$ cat src/rtl/mem_arb_pkg.sv
// Shared definitions for the two-cache memory arbiter: FSM state encoding,
// grant encoding, the default fill length and the beat counter width.
package mem_arb_pkg;

   // Number of mem_data_valid beats in one cache-block fill.
   localparam int BEATS_DEFAULT = 8;

   // The beat counter is 3 bits wide, so a fill can be at most 8 beats.
   localparam int BEAT_W = 3;

   typedef enum logic [1:0] {
      ST_IDLE    = 2'd0,
      ST_I_FILL  = 2'd1,
      ST_D_FILL  = 2'd2,
      ST_D_WRITE = 2'd3
   } arb_state_e;

   typedef enum logic [1:0] {
      GNT_NONE = 2'b00,
      GNT_I    = 2'b01,
      GNT_D    = 2'b10
   } grant_e;

   // True for the two states that stream read beats from memory.
   function automatic logic is_fill(input arb_state_e s);
      return (s == ST_I_FILL) || (s == ST_D_FILL);
   endfunction

endpackage

$ cat src/rtl/beat_counter.sv
// Beat counter for cache-block fills. Clears while no fill is running,
// counts accepted read beats, and flags the last beat of a block.
module beat_counter
   import mem_arb_pkg::*;
#(
   parameter int BEATS = BEATS_DEFAULT
) (
   input  logic clk,
   input  logic rst,
   input  logic clr,
   input  logic inc,
   output logic tc
);

   localparam logic [BEAT_W-1:0] LAST = BEAT_W'(BEATS - 1);

   logic [BEAT_W-1:0] count_q;
   logic [BEAT_W-1:0] count_d;

   // Next count: clear has priority over increment.
   always_comb begin
      count_d = count_q;
      if (clr) begin
         count_d = '0;
      end else if (inc) begin
         count_d = count_q + BEAT_W'(1);
      end
   end

   // Count register with synchronous reset.
   always_ff @(posedge clk) begin
      if (rst) begin
         count_q <= '0;
      end else begin
         count_q <= count_d;
      end
   end

   // Terminal count: the beat arriving now is the final one of the block.
   assign tc = (count_q == LAST);

endmodule

$ cat src/rtl/mem_arbiter.sv
// Arbiter sharing one multi-cycle memory between an I-cache (block fills)
// and a D-cache (block fills plus write-through writes).
//
// Optional build macro ARB_RR_EN: when defined, a d_re vs i_re conflict is
// settled by a 1-bit round-robin pointer instead of fixed D-over-I priority.
// d_we always wins regardless of the macro.
//
// Handshake: a request (i_re, d_re, d_we) is only looked at in IDLE; the grant
// is registered and the owning state starts the next cycle. Read beats are
// qualified by mem_data_valid, writes complete on mem_wdone; both are passed
// to the owner only, and ignored entirely in IDLE. A fill always runs to its
// last beat even if the owner drops its request, since data is in flight.
module mem_arbiter
   import mem_arb_pkg::*;
#(
   parameter int BEATS = BEATS_DEFAULT
) (
   input  logic        clk,
   input  logic        rst,
   input  logic [15:0] i_addr,
   input  logic        i_re,
   output logic [15:0] i_din,
   output logic        i_data_valid,
   input  logic [15:0] d_addr,
   input  logic        d_re,
   input  logic        d_we,
   input  logic [15:0] d_wdata,
   output logic [15:0] d_din,
   output logic        d_data_valid,
   output logic        d_wdone,
   output logic [15:0] mem_addr,
   output logic        mem_re,
   output logic        mem_we,
   output logic [15:0] mem_wdata,
   input  logic [15:0] mem_rdata,
   input  logic        mem_data_valid,
   input  logic        mem_wdone,
   output logic [1:0]  grant,
   output logic [1:0]  dbg_state
);

   arb_state_e state_q;
   arb_state_e state_d;
   grant_e     grant_q;
   grant_e     grant_d;

   logic beat_clr;
   logic beat_inc;
   logic beat_tc;
   logic fill_done;
   logic d_wins_conflict;

   // The counter rests at zero in every non-fill state so each fill starts
   // from beat 0; only beats seen during a fill are counted.
   assign beat_clr  = !is_fill(state_q);
   assign beat_inc  = mem_data_valid && is_fill(state_q);
   assign fill_done = beat_inc && beat_tc;

   beat_counter #(
      .BEATS (BEATS)
   ) u_beat_counter (
      .clk (clk),
      .rst (rst),
      .clr (beat_clr),
      .inc (beat_inc),
      .tc  (beat_tc)
   );

`ifdef ARB_RR_EN
   // rr_q records which side the pointer last favoured; it starts at the
   // I-cache, so the first d_re/i_re conflict goes to the D-cache. It flips
   // on every completed fill.
   logic rr_q;
   logic rr_d;

   // Pointer update on each completed fill.
   always_comb begin
      rr_d = rr_q ^ fill_done;
   end

   // Round-robin pointer register; reset points at the I-cache.
   always_ff @(posedge clk) begin
      if (rst) begin
         rr_q <= 1'b0;
      end else begin
         rr_q <= rr_d;
      end
   end

   assign d_wins_conflict = (rr_q == 1'b0);
`else
   assign d_wins_conflict = 1'b1;
`endif

   // Next-state and grant: arbitrate in IDLE, hold the owner until done.
   always_comb begin
      state_d = state_q;
      grant_d = grant_q;
      case (state_q)
         ST_IDLE: begin
            if (d_we) begin
               state_d = ST_D_WRITE;
               grant_d = GNT_D;
            end else if (d_re && i_re) begin
               if (d_wins_conflict) begin
                  state_d = ST_D_FILL;
                  grant_d = GNT_D;
               end else begin
                  state_d = ST_I_FILL;
                  grant_d = GNT_I;
               end
            end else if (d_re) begin
               state_d = ST_D_FILL;
               grant_d = GNT_D;
            end else if (i_re) begin
               state_d = ST_I_FILL;
               grant_d = GNT_I;
            end else begin
               grant_d = GNT_NONE;
            end
         end
         ST_I_FILL, ST_D_FILL: begin
            if (fill_done) begin
               state_d = ST_IDLE;
               grant_d = GNT_NONE;
            end
         end
         ST_D_WRITE: begin
            if (mem_wdone) begin
               state_d = ST_IDLE;
               grant_d = GNT_NONE;
            end
         end
         default: begin
            state_d = ST_IDLE;
            grant_d = GNT_NONE;
         end
      endcase
   end

   // State and grant registers; reset aborts any transfer immediately.
   always_ff @(posedge clk) begin
      if (rst) begin
         state_q <= ST_IDLE;
         grant_q <= GNT_NONE;
      end else begin
         state_q <= state_d;
         grant_q <= grant_d;
      end
   end

   // Memory-side strobes and cache-side qualifiers, all decoded from the
   // registered state so nothing reaches memory or a cache while in IDLE.
   always_comb begin
      mem_addr     = '0;
      mem_re       = 1'b0;
      mem_we       = 1'b0;
      mem_wdata    = '0;
      i_data_valid = 1'b0;
      d_data_valid = 1'b0;
      d_wdone      = 1'b0;
      case (state_q)
         ST_I_FILL: begin
            mem_addr     = i_addr;
            mem_re       = i_re;
            mem_wdata    = d_wdata;
            i_data_valid = mem_data_valid;
         end
         ST_D_FILL: begin
            mem_addr     = d_addr;
            mem_re       = d_re;
            mem_wdata    = d_wdata;
            d_data_valid = mem_data_valid;
         end
         ST_D_WRITE: begin
            mem_addr  = d_addr;
            mem_re    = d_re;
            mem_we    = d_we;
            mem_wdata = d_wdata;
            d_wdone   = mem_wdone;
         end
         default: begin
         end
      endcase
   end

   // Read data goes to both caches; each cache only takes it on its valid.
   assign i_din     = mem_rdata;
   assign d_din     = mem_rdata;
   assign grant     = grant_q;
   assign dbg_state = state_q;

endmodule

$ cat config.mk
export PLATFORM = sky130hd
export DESIGN_NAME = mem_arbiter
export DESIGN_NICKNAME = d
export VERILOG_FILES = /design/src/rtl/mem_arb_pkg.sv /design/src/rtl/beat_counter.sv /design/src/rtl/mem_arbiter.sv
export SDC_FILE = /design/constraint.sdc
export NUM_CORES = 1
export LEC_CHECK = 0
export CORE_MARGIN = 2
export CORE_UTILIZATION = 28
export CTS_CLUSTER_DIAMETER = 30
export DETAILED_ROUTE_END_ITERATION = 6
export PLACE_DENSITY = 0.95
export SYNTH_ARGS = -nofsm -noshare
export SYNTH_HDL_FRONTEND = slang
export SYNTH_SLANG_ARGS = --single-unit
$ cat constraint.sdc
create_clock -name clk -period 5.2 [get_ports clk]
set_clock_uncertainty 0.2 [all_clocks]
set_input_delay 1.04 -clock clk [delete_from_list [all_inputs] [get_ports clk]]
set_output_delay 1.04 -clock clk [all_outputs]
set_load 0.03 [all_outputs]
# [Word level (Yosys, flattened, before mapping)]
# Index checks and enable logic that the tools add are counted.
[op_classes] add_sub_neg=1 mul=0 div_mod_pow=0 n_lt_le_gt_ge=0 n_eq_ne=7 shift=0 muxes=19 n_bitwise=1 n_reduce_logical=11
[ops] cell="case mux 16 bit (2 select lines)" n=1
[ops] cell="two-way mux 2 bit" n=9
[ops] cell="two-way mux 16 bit" n=1
[ops] cell="case mux 2 bit (3 select lines)" n=2
[ops] cell="OR reduction 2 bit" n=3
[ops] cell="two-way mux 1 bit" n=5
[ops] cell="!= test 5 bit (second input constant)" n=1
[ops] cell="== test 2 bit (second input constant)" n=2
[ops] cell="!= test 2 bit (second input constant)" n=2
[ops] cell="adder 3 x 1 -> 3 bit (second input constant)" n=1
[ops] cell="== test 3 bit (second input constant)" n=1
[ops] cell="logical AND 1 bit" n=3
[ops] cell="AND reduction 3 bit" n=1
[ops] cell="OR reduction 3 bit" n=1
[ops] cell="== test 2 x 1 -> 1 bit (second input constant)" n=1
[ops] cell="logical NOT 2 bit" n=1
[ops] cell="case mux 1 bit (2 select lines)" n=1
[ops] cell="AND reduction 2 bit" n=1
[ops] cell="logical OR 1 bit" n=1
[ops] cell="inverter 1 bit" n=1
[word_totals] regBits=7 latch_bits=0 mem_bits_rw=0 romBits=0 inputBits=71 wordCells=42 n_memories=0

# [Logic depth before layout (Yosys ltp)]
# Gate-level depths: netlist (run 1).
[logic_depth] ltp_word=6 ltp_mapped=7 mapped_depth_nobuf=5

# [Modules after synthesis]
# A second synthesis (run 1) with hierarchy kept.
[unflattened] cells_unflattened=139 area_unflattened_um2=1039.7
[by_module_without_submodules] mod="mem_arbiter" n_inst=1 cells_each=128 area_each_um2=905.9 seq_area_each_um2=80.1
[by_module_without_submodules] mod="beat_counter" n_inst=1 cells_each=11 area_each_um2=133.9 seq_area_each_um2=60.1

# [Worst setup path before layout (run 1)]
# OpenSTA, ideal clock, no wires.
[synth_path] path_kind="reg2out" from="reg state_q[1] (netlist: dbg_state[1])" to="out mem_addr[11]" t_arrival_ps=1698 required_time_ps=3960 path_slack_ps=2262 stages_incl_launch_ff=6 path_buffers=2 path_cell_list="dfxtp_1 > inv_1 > ha_1 > buf_4 > clkbuf_1 > nor2_1"
[synth_between] elab_chain_len=3 elab_cells_between_ends=5 classes_between="3 x eq/ne; 1 x mux; 1 x reduce/logical"
[synth_rtl] element="from (decl)" line_no="mem_arbiter.sv:42" rtl="arb_state_e state_q;"
[synth_rtl] element="from (signal assigned)" line_no="mem_arbiter.sv:147" rtl="state_q <= state_d;"
[synth_rtl] element="== test 2 bit" line_no="mem_arbiter.sv:162" rtl="case (state_q)"
[synth_rtl] element="OR reduction 2 bit (no line)"
[synth_rtl] element="case mux 16 bit (2 select lines) (*)" line_no="mem_arbiter.sv:162"
[synth_rtl] element="to (decl)" line_no="mem_arbiter.sv:31" rtl="output logic [15:0] mem_addr,"
# Mark *: on every way between the ends. The rest lies on a longest branch, timed or not.

# [Worst setup path in the final report (run 1)]
[layout_path] from="reg state_q[1] (netlist: dbg_state[1])" to="out mem_addr[4]"
# The elaborated chain is that of the path after synthesis.

==> results.cfg, run 1 <==
[die]
initial_core_util_pct = 28.8
die_x_um = 67.7
num_rows = 23
io_pins = 144
die_h_um = 67.7
coreArea_sq_mm = 0.00394
dieArea_sq_mm = 0.00458

[timing]
slew_headroom_pct = 40.6
hold_slack_ps = 288
finalHoldViolations = 0
setup_ws_ps = 1350
rsz0062_at_grt = false
max_slew.worst_pin.slew_ps = 891
period_share_pct = 74.1
drv_slew = 0
fin_tns_setup_ps = 0
max_freq_ghz = 0.260
setup_viol = 0
fin_crit_ps = 3850

[setup_path]
worstReg2RegEnd = dbg_state[0]
end_kind = primary output
arrival_ps = 2610
worstSetupPathDepth = 5
startpoint = dbg_state[1]
cp_slowest_stage_delay_ps = 680
reg2reg_slack_ps = 3120
critPathMaxFanout = 14
r2r_start = dbg_state[1]
cp_data_required_time_ps = 3960
cp_cell_sequence = ha_1 > or2_1 > a22oi_1 > nor2_1 > clkdlybuf4s50_1
crit_family = simple AND/OR/NAND/NOR gates
r2r.worst_path.cells = 5
path_class = reg2out
cp.buffers_inverters = 1
startpoint_type = flop
crit_end = mem_addr[4]
slowest_stage = clkdlybuf4s50_1

[placement]
gp_congestion = 0.748
preCtsSetupSlack_ps = 1380
dpl.hpwl_um = 2550
place.port_buffers = 95
placed_cell_area_sq_mm = 0.00184
placed_cells = 242

[clock_network]
clock-root-buffer = clkbuf_8
cts_tree = done
clkTransAtPathRegs_ps = 40
cts.repair.resized = 0
clock_sinks = 7
cts_buffers = 3
cts_setup_buffers = 0
cts_max_level = 1
clk_latency_ps = 230
hold_buffers = 0
clockBufferDepth = 2

[synth]
synthesis.area_sq_mm = 0.00114
synth_top_area_share_pct = 23.1
ys_ff_latch = 7
syn_area_per_cell_sq_um = 8.29
ys_types = 34
synth-main-ff-cell = dfxtp_1
synth_edf_count = 0
synth_largest_area_cell = buf_4
ys_seq_area_share_pct = 12.3
synthArstFlopShare_pct = 0
synthCells = 137
ys_warn_count = 0
synth_area_leaders = buf_4 23%, dfxtp_1 12%, a22oi_2 9.9%
syn_nets = 215

[final_layout]
layout.nets = 275
final_cells = 246
mostFrequentLayoutCells = 95 x clkdlybuf4s50_1, 20 x nor2_1, 10 x and2b_1, 9 x a22oi_2
drive_above_1_share_pct = 10.2
synthToLayoutAreaGrowth_pct = 66.1
antennaDiodeCount = 0
final_common_cell = clkdlybuf4s50_1
fin_area_sq_mm = 0.00189
fillers = 373

[global_route]
grt-ovfl-total = 0
grt_pass1_wl_um = 4650
grt_max_degree = 20
first_global_vias = 1066
grt.total_usage_pct = 12.9
antenna_found_initial = 0

[hold_path]
hold_depth = 2
min-delay-path-class = reg2reg
hold_start = grant[1]

[route]
vias = 1131
vias_per_cell = 4.60
drcViolationCount = 0
wirelength_um = 3130
wl_per_cell_um = 12.7
final_antenna_net_count = 0
drt_iter0_drc = 18
drtPass1Iterations = 4

[power]
max-vdd-ir-drop_mv = 0.238
p_leak_uw = 0.000728
power.density_mw_per_mm2 = 386

[status]
status = finished, final reports clean

[run]
cap_viol_max_count = 0
## kinds of logic (layout without fill, tap and decap cells)
kind of cell / Yosys count / count (layout) / share of synthesized area (%)
AOI/OAI and AO/OA: 29 / 29 / 24.1
xor gates and xnor gates: 1 / 1 / 0.771
adders and majority gates: 7 / 7 / 7.71
buffers and inverters: 44 / 103 / 28.4
DFF: 7 / 7 / 12.3
muxes: 2 / 2 / 1.76
and+or+nand+nor: 47 / 47 / 24.9
## where the power goes
part | total [uW] | leakage [uW] | internal, uW | switching (uW)
Sequential | 79.9 | 0.0000572 | 65.7 | 14.3
Clock | 76.7 | 0.0000228 | 53.0 | 23.6
Combinational | 572 | 0.000648 | 255 | 317
Total | 729 | 0.000728 | 374 | 355
## through the flow
step                      power (uW)  util (%)
after floorplan                  507         -
after global placement           652      46.7
after detailed placement         660      46.7
after CTS                        739      47.9
after global routing             776      47.9
final                            729      47.9
## synthesized netlist by cell type, drive strengths merged (2+ instances only)
cell type and instances:
ha 7, nor2 20, and2b 10, mux2i 2, a21oi 3, o21ai 2, and2 4, buf 39
a22oi 17, nor2b 7, dfxtp 7, inv 4
## sequential cells by signal (all words and copies together) (netlist names)
name and count:
dbg_state 2, u_beat_counter.count_q 3, grant 2
## per-layer routing
layer | part of all wire (%) | vias up | global-route usage, %
li1 | - | 551 | -
met1 | 36 | 497 | 13.5
met2 | 47 | 77 | 24.0
met3 | 16 | 6 | 4.50
met4 | 0.74 | 0 | 3.83
met5 | 0 | - | 0
## worst reg2reg max path, stage by stage (launching register included)
cell      delay, ps
dfxtp_1         520
inv_1           140
ha_1            430
nor4b_4         240
o311ai_1        270
o41ai_1         150
## worst min path at each step
stage | to | slack, ps
floorplan | u_beat_counter.count_q[1] | 260
global placement | grant[0] | 270
detailed placement | grant[1] | 270
CTS | grant[1] | 280
global route | grant[1] | 300
finish | grant[1] | 290
## final cells by class
cell class | instances | area (sq um) | area share (%)
clock buffers | 4 | 45.0 | 2.39
flip-flops and latches | 7 | 140 | 7.43
repair buffers | 95 | 951 | 50.4
well taps | 50 | 62.6 | 3.32
multi-input cells | 86 | 673 | 35.7
inverters | 4 | 15.0 | 0.796
Note: power is estimated with default switching activity, not from simulation.
==> run 2, diff against run 1 <==
--- a/config.mk
+++ b/config.mk
@@ -6,10 +6,10 @@
 export NUM_CORES = 1
 export LEC_CHECK = 0
 export CORE_MARGIN = 2
-export CORE_UTILIZATION = 28
+export CORE_UTILIZATION = 24
 export CTS_CLUSTER_DIAMETER = 30
 export DETAILED_ROUTE_END_ITERATION = 6
-export PLACE_DENSITY = 0.95
+export PLACE_DENSITY = 0.89
 export SYNTH_ARGS = -nofsm -noshare
 export SYNTH_HDL_FRONTEND = slang
 export SYNTH_SLANG_ARGS = --single-unit
==> constraint.sdc (replaced) <==
create_clock -name clk -period 3.5 [get_ports clk]
set_clock_uncertainty 0.2 [all_clocks]
set_input_delay 0.7 -clock clk [delete_from_list [all_inputs] [get_ports clk]]
set_output_delay 0.7 -clock clk [all_outputs]
set_load 0.03 [all_outputs]
==> run 2 against run 1 <==
Compared with the run above: global-route usage is 0.70 points lower; die area up 16%; critical path depth is 1 higher; non-clock buffer count increased by 3; wire length up 4.2%; worst hold slack barely moved; worst setup slack worse by 1100 ps; critical endpoint is now mem_addr[9]; count of clock-buffer cells in the layout stayed put.
==> results.cfg, run 2 (synthesis gave the netlist of run 1 again) <==
[setup_path]
cp_cell_sequence = inv_1 > ha_1 > or2_2 > a22oi_1 > nor2_1 > clkdlybuf4s50_1
cp.buffers_inverters = 2
cp_slowest_stage_delay_ps = 620
path_class = reg2out
crit_family = buffers and inverters
cp_data_required_time_ps = 2600
startpoint_type = flop
slowest_stage = clkdlybuf4s50_1
critPathMaxFanout = 14
end_kind = primary output
arrival_ps = 2310

[route]
drtPass1Iterations = 4
wl_per_cell_um = 12.9
wirelength_um = 3260
drt_iter0_drc = 20
vias = 1136
final_antenna_net_count = 0
vias_per_cell = 4.49
drcViolationCount = 0

[timing]
hold_slack_ps = 288
setup_viol = 0
max_slew.worst_pin.slew_ps = 631
finalHoldViolations = 0
period_share_pct = 91.6
fin_crit_ps = 3210
fin_tns_setup_ps = 0
max_freq_ghz = 0.312
drv_slew = 0
rsz0062_at_grt = false
slew_headroom_pct = 57.9

[die]
die_x_um = 72.8
initial_core_util_pct = 24.5
dieArea_sq_mm = 0.00530
num_rows = 25
coreArea_sq_mm = 0.00463
io_pins = 144
die_h_um = 72.8

[final_layout]
synthToLayoutAreaGrowth_pct = 68.5
final_core_util_pct = 41.4
layout.nets = 278
final_cells = 253
drive_above_1_share_pct = 12.1
largest_reg_flops = 3
mostFrequentLayoutCells = 95 x clkdlybuf4s50_1, 20 x nor2_1, 10 x and2b_1, 9 x a22oi_2
final_common_cell = clkdlybuf4s50_1
largest-register = u_beat_counter.count_q
antennaDiodeCount = 0

[clock_network]
cts.repair.resized = 0
clock_sinks = 7
clkTransAtPathRegs_ps = 40
clock-root-buffer = clkbuf_8
hold_buffers = 0
cts_setup_buffers = 0
clockBufferDepth = 2
cts_tree = done
cts_max_level = 1
clk_latency_ps = 230
cts_buffers = 3

[placement]
dpl.hpwl_um = 2680
place.port_buffers = 95
gp_congestion = 0.857
placed_cells = 249

[global_route]
grt-ovfl-total = 0
grt_max_degree = 20
grt.total_usage_pct = 12.2
antenna_found_initial = 0
use_met1_pct = 12.8
grt_pass1_wl_um = 5130
grt-busiest-layer = met2
first_global_vias = 1146
use_met2_pct = 22.2
grt_use_met3_pct = 3.87

[run]
cap_viol_max_count = 0

[power]
max-vdd-ir-drop_mv = 0.348
power.density_mw_per_mm2 = 572
p_leak_uw = 0.000744

[hold_path]
min-delay-path-class = reg2reg

[status]
status = finished, final reports clean
-- run 2: cell types whose count changed in the layout (fill, tap and decap cells not counted) --
cell / change
buf_4: +3
or2_1: -1
or2_2: +1
-- run 2: cell type report --
cell class,instances,area [sq um]
Tap cell,54,67.6
Inverter,4,15.0
Sequential cell,7,140
Clock buffer,4,45.0
Timing Repair Buffer,98,973
Fill cell,474,2720
Multi-Input combinational cell,86,673
-- run 2: worst reg2reg max path: cells and delay by family, from the launching register on --
family	cells	cell delay, ps
buffers and inverters	2	270
AND/OR/NAND/NOR	1	380
flip-flops	1	340
AO/OA/AOI/OAI	2	250
adder cells (fa/ha/maj)	1	570
-- run 2: layer usage --
metal	part of all wire (%)	vias to the layer above
met5	0	-
met4	1.4	0
met3	11	5
met2	50	76
met1	37	499
li1	-	556
-- run 2: through the flow --
step / total power, uW / instance area [sq um] / setup slack [ps]
after floorplan: 754 / 1140 / 902
after global placement: 979 / 1870 / 371
after detailed placement: 992 / 1870 / 357
after CTS: 1110 / 1910 / 97.3
after global routing: 1180 / 1910 / 123
final: 1100 / 1910 / 293
-- run 2: power breakdown --
part	internal, uW	switching [uW]	total (uW)
clock network	79.0	37.2	116
logic	387	479	866
registers	97.5	15.7	113
total	564	532	1100
-- run 2: final timing paths --
check	startpoint	endpoint	slack [ps]	cells past startpoint
worst min register to register	grant[0]	grant[0]	290	2
worst max register to register	dbg_state[1]	dbg_state[1]	1430	6
worst min-delay path	grant[0]	grant[0]	290	2
worst max-delay path	dbg_state[0]	mem_addr[9]	290	6
